**config.mk**
```make
export PLATFORM = sky130hd
export DESIGN_NAME = mips_sequencer
export DESIGN_NICKNAME = d
export VERILOG_FILES = /design/src/rtl/mips_sequencer.sv
export SDC_FILE = /design/constraint.sdc
export NUM_CORES = 1
export LEC_CHECK = 0
export BUFFER_PORTS_ARGS = -buffer_cell sky130_fd_sc_hd__clkbuf_2
export CORE_MARGIN = 1.5
export CORE_UTILIZATION = 48
export DETAILED_ROUTE_END_ITERATION = 8
export GPL_ROUTABILITY_DRIVEN = 1
export HOLD_SLACK_MARGIN = 0.02
export PLACE_DENSITY = 0.73
export SLEW_MARGIN = 20
export SYNTH_ARGS = -nofsm -noshare
export SYNTH_HDL_FRONTEND = slang
export SYNTH_SLANG_ARGS = --single-unit
```
**constraint.sdc**
```tcl
create_clock -name clk -period 3.7 [get_ports clk]
set_clock_uncertainty 0.2 [all_clocks]
set_input_delay 0.555 -clock clk [delete_from_list [all_inputs] [get_ports clk]]
set_output_delay 0.555 -clock clk [all_outputs]
set_load 0.005 [all_outputs]
```
**src/rtl/mips_sequencer.sv**
```systemverilog
// Multi-cycle MIPS_32 control sequencer: owns PC and IR, steps each
// instruction FETCH..WRITEBACK and drives registered datapath strobes.
module mips_sequencer (
  input  logic        clk,
  input  logic        rst_n,
  output logic        imem_req,
  input  logic        imem_ready,
  input  logic [31:0] instr,
  output logic        dmem_req,
  output logic        dmem_we,
  input  logic        dmem_ready,
  input  logic [31:0] rs_data,
  input  logic        alu_zero,
  output logic [7:0]  pc,
  output logic [31:0] ir,
  output logic [7:0]  link_pc,
  output logic        alu_src,
  output logic [1:0]  alu_op,
  output logic        reg_write,
  output logic [1:0]  reg_dst,
  output logic        mem_to_reg,
  output logic        illegal,
  output logic        retire
);

  typedef enum logic [2:0] {
    FETCH     = 3'd0,
    DECODE    = 3'd1,
    EXECUTE   = 3'd2,
    MEM       = 3'd3,
    WRITEBACK = 3'd4
  } state_t;

  typedef enum logic [3:0] {
    K_R, K_JR, K_J, K_JAL, K_BEQ,
    K_BNE, K_ADDI, K_LW, K_SW, K_BAD
  } kind_t;

  function automatic kind_t classify(
    input logic [5:0] op,
    input logic [5:0] fn
  );
    kind_t k;
    unique case (op)
      6'h00:   k = (fn == 6'h08) ? K_JR : K_R;
      6'h02:   k = K_J;
      6'h03:   k = K_JAL;
      6'h04:   k = K_BEQ;
      6'h05:   k = K_BNE;
      6'h08:   k = K_ADDI;
      6'h23:   k = K_LW;
      6'h2B:   k = K_SW;
      default: k = K_BAD;
    endcase
    return k;
  endfunction

  state_t      state;
  state_t      ns;
  kind_t       kind;
  kind_t       nkind;
  logic [31:0] nir;
  logic [7:0]  npc;
  logic [7:0]  pc_inc;
  logic        pc_wr;
  logic        taken;
  logic        src_d;
  logic [1:0]  aop_d;
  logic [1:0]  dst_d;
  logic        unused_rs;

  assign unused_rs = ^rs_data[31:8];
  assign kind      = classify(ir[31:26], ir[5:0]);
  assign nkind     = classify(nir[31:26], nir[5:0]);
  assign pc_inc    = pc + 8'd1;
  assign taken     = (kind == K_BEQ) ? alu_zero : !alu_zero;

  always_comb begin
    ns    = state;
    nir   = ir;
    npc   = pc;
    pc_wr = 1'b0;
    unique case (state)
      FETCH: begin
        if (imem_ready) begin
          nir = instr;
          ns  = DECODE;
        end
      end
      DECODE: begin
        unique case (1'b1)
          kind == K_JR: begin
            npc   = rs_data[7:0];
            pc_wr = 1'b1;
            ns    = FETCH;
          end
          kind == K_J: begin
            npc   = ir[7:0];
            pc_wr = 1'b1;
            ns    = FETCH;
          end
          kind == K_JAL: ns = WRITEBACK;
          kind == K_BAD: begin
            npc   = pc_inc;
            pc_wr = 1'b1;
            ns    = FETCH;
          end
          default: ns = EXECUTE;
        endcase
      end
      EXECUTE: begin
        unique case (1'b1)
          kind == K_BEQ || kind == K_BNE: begin
            npc   = taken ? pc_inc + ir[7:0] : pc_inc;
            pc_wr = 1'b1;
            ns    = FETCH;
          end
          kind == K_LW || kind == K_SW: ns = MEM;
          default: ns = WRITEBACK;
        endcase
      end
      MEM: begin
        if (dmem_ready) begin
          if (kind == K_SW) begin
            npc   = pc_inc;
            pc_wr = 1'b1;
            ns    = FETCH;
          end else begin
            ns = WRITEBACK;
          end
        end
      end
      WRITEBACK: begin
        npc   = (kind == K_JAL) ? ir[7:0] : pc_inc;
        pc_wr = 1'b1;
        ns    = FETCH;
      end
      default: ns = FETCH;
    endcase
  end

  // Datapath selects follow the instruction that will be in ir next cycle
  always_comb begin
    src_d = 1'b0;
    aop_d = 2'b00;
    dst_d = 2'b00;
    unique case (nkind)
      K_R:                  begin aop_d = 2'b10; dst_d = 2'b01; end
      K_BEQ, K_BNE:         aop_d = 2'b01;
      K_JAL:                dst_d = 2'b10;
      K_ADDI, K_LW, K_SW:   src_d = 1'b1;
      default:              src_d = 1'b0;
    endcase
  end

  always_ff @(posedge clk or negedge rst_n) begin
    if (!rst_n) begin
      state      <= FETCH;
      pc         <= 8'h00;
      ir         <= 32'h0;
      link_pc    <= 8'h00;
      imem_req   <= 1'b0;
      dmem_req   <= 1'b0;
      dmem_we    <= 1'b0;
      reg_write  <= 1'b0;
      illegal    <= 1'b0;
      retire     <= 1'b0;
      alu_src    <= 1'b0;
      alu_op     <= 2'b00;
      reg_dst    <= 2'b00;
      mem_to_reg <= 1'b0;
    end else begin
      state      <= ns;
      ir         <= nir;
      pc         <= npc;
      link_pc    <= npc + 8'd1;
      imem_req   <= (ns == FETCH);
      dmem_req   <= (ns == MEM);
      dmem_we    <= (ns == MEM) && (nkind == K_SW);
      reg_write  <= (ns == WRITEBACK);
      illegal    <= (ns == DECODE) && (nkind == K_BAD);
      retire     <= pc_wr;
      alu_src    <= src_d;
      alu_op     <= aop_d;
      reg_dst    <= dst_d;
      mem_to_reg <= (nkind == K_LW);
    end
  end

endmodule
```
==> results_tabular.tex <==
\begin{tabular}{lr}
\hline
Metric & Value \\
\hline
\multicolumn{2}{l}{\textbf{Timing}} \\
\quad Max-slew violation count & 0 \\
\quad Fin Setup TNS & 0 ns \\
\quad Worst slew pin tran & 0.942 ns \\
\quad Worst slew margin relative to its limit & 0.372 \\
\quad Final hold violation count & 0 \\
\quad Part of the cycle the worst path needs & 0.941 \\
\quad Fmax & 287 MHz \\
\quad Setup Viol. Count Final & 0 \\
\quad Min Clock Period, post-route & 3.48 ns \\
\multicolumn{2}{l}{\textbf{Worst setup path}} \\
\quad Path type of the worst setup path & reg -> reg \\
\quad Critical path fanouts, max & 4 \\
\quad Slowest-stage cell, CP & sky130\_fd\_sc\_hd\_\_dfrtp\_1 \\
\quad Chain of cells forming the critical path & ha\_1 -> xnor2\_2 -> inv\_1 -> ha\_1 -> nand3\_1 -> a21boi\_1 -> o21ai\_0 -> buf\_4 -> a21oi\_1 -> xor2\_1 -> a211oi\_1 -> o32a\_1 -> xor2\_1 \\
\quad Worst Setup Start Kind & register \\
\quad Cell family with the largest share of critical-path delay & compound AO/OA/AOI/OAI gates \\
\quad Crit path required time & 3.73 ns \\
\quad Largest stage delay on the critical path & 0.42 ns \\
\quad Number of buffer and inverter instances along the worst setup path & 2 \\
\quad Arrival time worst endpoint & 3.51 ns \\
\quad Endpoint kind of the worst setup timing path & register \\
\multicolumn{2}{l}{\textbf{Power and ir drop}} \\
\quad PD cells & 948 nW/um\^{}2 \\
\quad Peak supply drop & 0.426 mV \\
\quad Lkg Pwr & 0.00247 uW \\
\quad Total design power & 4700 uW \\
\multicolumn{2}{l}{\textbf{Floorplanning}} \\
\quad Count of standard-cell rows & 32 \\
\quad Die outline area & 8760 um\^{}2 \\
\quad Die span in x & 93.6 um \\
\quad Boundary pin count & 129 \\
\quad Die boundary height & 93.6 um \\
\quad Area of the core region & 7850 um\^{}2 \\
\quad Initial standard-cell utilization of the core & 0.502 \\
\multicolumn{2}{l}{\textbf{Run}} \\
\quad Count of maximum capacitance violations & 0 \\
\multicolumn{2}{l}{\textbf{Logic synthesis}} \\
\quad Synth area leaders & sky130\_fd\_sc\_hd\_\_dfrtp\_1, sky130\_fd\_sc\_hd\_\_nand2\_1, sky130\_fd\_sc\_hd\_\_xor2\_1 \\
\quad Count of state elements after synthesis & 62 \\
\quad Count of cell types in the netlist & 73 \\
\quad Count of flip-flops with a built-in enable after synthesis & 0 \\
\quad Post-synth net total & 547 \\
\quad Synthesized instance count & 468 \\
\quad Post-Synthesis Cell Area & 3940 um\^{}2 \\
\quad Synth warnings & 0 \\
\quad Post-synth ARST share & 1.00 \\
\quad Area fraction of the dominant cell type after synthesis & 0.394 \\
\quad Most frequently used flop master after synthesis & sky130\_fd\_sc\_hd\_\_dfrtp\_1 \\
\quad Biggest area consumer among synthesized cells & sky130\_fd\_sc\_hd\_\_dfrtp\_1 \\
\quad Mean post-synth cell area & 8.42 um\^{}2 \\
\quad Sequential element share of the synthesized area & 0.394 \\
\multicolumn{2}{l}{\textbf{Finish}} \\
\quad Share of layout cells above drive strength 1 & 0.281 \\
\quad Layout net count & 671 \\
\quad Post-route insts no fill & 699 \\
\quad Area growth syn-to-layout & 25.8\% \\
\quad Largest regs & ir: 32 flops, link\_pc: 8 flops, pc: 8 flops \\
\quad Flip-flop count of the largest register, all copies and words added & 32 \\
\quad N\_diodes & 0 \\
\quad Register containing the most flip-flops in the final layout & ir \\
\multicolumn{2}{l}{\textbf{Routing}} \\
\quad Final WL & 12300 um \\
\quad Remaining number of nets flagged by the antenna check after routing & 0 \\
\quad Via total after detailed routing & 4037 \\
\quad Initial drt markers & 339 \\
\quad Router iterations before antenna repair & 6 \\
\quad Via-per-instance ratio & 5.78 \\
\quad Average routed wire per standard cell & 17.5 um \\
\quad Remaining DRCs & 0 \\
\multicolumn{2}{l}{\textbf{Clocking}} \\
\quad CTS Root Cell & sky130\_fd\_sc\_hd\_\_clkbuf\_8 \\
\quad CTS Buf Count & 9 \\
\quad Clock tree from TritonCTS & yes \\
\quad Buffer count from post-CTS setup fixing & 0 \\
\quad Longest Clk Path Bufs & 2 \\
\quad Clock transition at the registers of the reported paths & 0.08 ns \\
\quad Htree depth & 3 \\
\quad Number of sinks driven by the clock tree & 62 \\
\quad Insertion delay to the later sink of the worst-skew pair & 0.34 ns \\
\multicolumn{2}{l}{\textbf{GRT}} \\
\quad Overflow after GRT & 0 \\
\quad Pin count of the biggest net entering global routing & 40 \\
\quad Via count of the first global-routing pass & 3907 \\
\quad Antenna violations before repair & 0 \\
\quad Overall fraction of global-route tracks in use & 0.292 \\
\quad First-pass GRT wire length & 19700 um \\
\multicolumn{2}{l}{\textbf{Placed design}} \\
\quad Placer congestion estimate & 1.00 \\
\quad Placed wire-length estimate & 9390 um \\
\quad Number of cells after detailed placement & 683 \\
\quad Number of buffers inserted by port buffering & 104 \\
\multicolumn{2}{l}{\textbf{Hold path}} \\
\quad Type of the worst min-delay path & in -> async \\
\multicolumn{2}{l}{\textbf{Run status}} \\
\quad Run status & finished clean \\
\hline
\end{tabular}
==> cell families after synthesis <==
kind of cell	count (synthesis)	share of synthesized area
flops	62	0.394
mux	6	0.0156
simple gates	216	0.258
xor+xnor	27	0.0619
buf+inv	40	0.0419
compound gates	107	0.195
fa+ha+maj	10	0.0337
==> synth_stat cells, drive strengths merged (2+ instances only) <==
library cell / number
a211o: 4
a211oi: 11
a21oi: 14
a221oi: 2
a222oi: 2
a22o: 3
a22oi: 4
a311oi: 4
a31oi: 4
a32oi: 2
and2: 2
and3: 3
and4: 4
buf: 5
clkbuf: 20
dfrtp: 62
ha: 9
inv: 15
mux2i: 5
nand2: 117
nand3: 10
nor2: 33
nor3: 18
nor3b: 5
nor4: 2
nor4b: 3
o211ai: 5
o21a: 2
o21ai: 20
o21bai: 3
o221ai: 2
o22a: 3
o22ai: 4
o31ai: 4
o32a: 2
or2: 2
or3: 4
or3b: 3
or4b: 2
xnor2: 12
xor2: 15
==> routing by layer <==
| layer | vias to the layer above | part of all wire | track usage |
|---|---|---|---|
| met5 | - | 0 | 0 |
| met4 | 0 | 0.024 | 0.0958 |
| met1 | 1875 | 0.44 | 0.409 |
| met3 | 32 | 0.081 | 0.0577 |
| met2 | 203 | 0.45 | 0.451 |
| li1 | 1927 | - | - |
==> final timing paths <==
kind	startpoint	end	slack (ns)	cells after the start
worst max-delay path	pc[0]$_DFF_PN0_	link_pc[7]$_DFF_PN0_	0.22	13
worst max register to register	pc[0]$_DFF_PN0_	link_pc[7]$_DFF_PN0_	0.22	13
max in group asynchronous	rst_n	pc[3]$_DFF_PN0_	2.41	2
worst min-delay path	rst_n	illegal$_DFF_PN0_	0.13	1
worst min register to register	ir[10]$_DFFE_PN0P_	ir[10]$_DFFE_PN0P_	0.29	2
min in group clk	instr[12]	ir[12]$_DFFE_PN0P_	0.20	3
==> cells in the final DEF, fill, tap and decap left out, types with 4 or more instances in the layout <==
cell type,n
sky130_fd_sc_hd__a22oi_1,4
sky130_fd_sc_hd__o21ai_0,18
sky130_fd_sc_hd__nor3b_1,5
sky130_fd_sc_hd__clkbuf_2,104
sky130_fd_sc_hd__xor2_1,14
sky130_fd_sc_hd__buf_4,34
sky130_fd_sc_hd__a211oi_1,11
sky130_fd_sc_hd__nand3_1,10
sky130_fd_sc_hd__dfrtp_1,62
sky130_fd_sc_hd__a21oi_1,14
sky130_fd_sc_hd__a211o_1,4
sky130_fd_sc_hd__nand2_1,117
sky130_fd_sc_hd__a311oi_1,4
sky130_fd_sc_hd__nor2_1,31
sky130_fd_sc_hd__o22ai_1,4
sky130_fd_sc_hd__inv_1,13
sky130_fd_sc_hd__mux2i_1,5
sky130_fd_sc_hd__ha_1,9
sky130_fd_sc_hd__nor3_1,18
sky130_fd_sc_hd__xnor2_1,11
sky130_fd_sc_hd__and4_1,4
sky130_fd_sc_hd__a31oi_1,4
sky130_fd_sc_hd__clkbuf_8,9
sky130_fd_sc_hd__o31ai_1,4
==> cell type report <==
class | instances | area, um^2
fill | 736 | 2890
tap | 102 | 128
clock inverter | 7 | 72.6
multi-input combinational | 366 | 2250
inverter | 15 | 56.3
clock buffer | 9 | 124
timing repair buffer | 138 | 776
sequential | 62 | 1550
==> metrics by stage <==
step	worst slack [ns]	hold WS, ns	area, um^2	util
2_1_floorplan	0.606	0.0594	3940	-
3_3_place_gp	0.171	0.261	4740	0.604
3_5_place_dp	0.176	0.268	4740	0.604
4_1_cts	0.128	0.173	4940	0.629
5_1_grt	-0.000646	0.193	4950	0.631
6_report	0.218	0.134	4950	0.631
==> what timing repair did <==
| item | 4_1_cts | 5_1_grt |
|---|---|---|
| hold buffers | 0 | 0 |
| resized for setup | 0 | 4 |
| endpoints found under the setup margin | 0 | 2 |
==> where the power goes <==
group	total [uW]	leakage [uW]	switching (uW)	internal, uW
clock network	594	0.0000956	282	312
logic	2820	0.00160	1640	1180
registers	1280	0.000782	304	977
total	4700	0.00247	2220	2470
No activity file was read; power rests on OpenSTA's default activity.
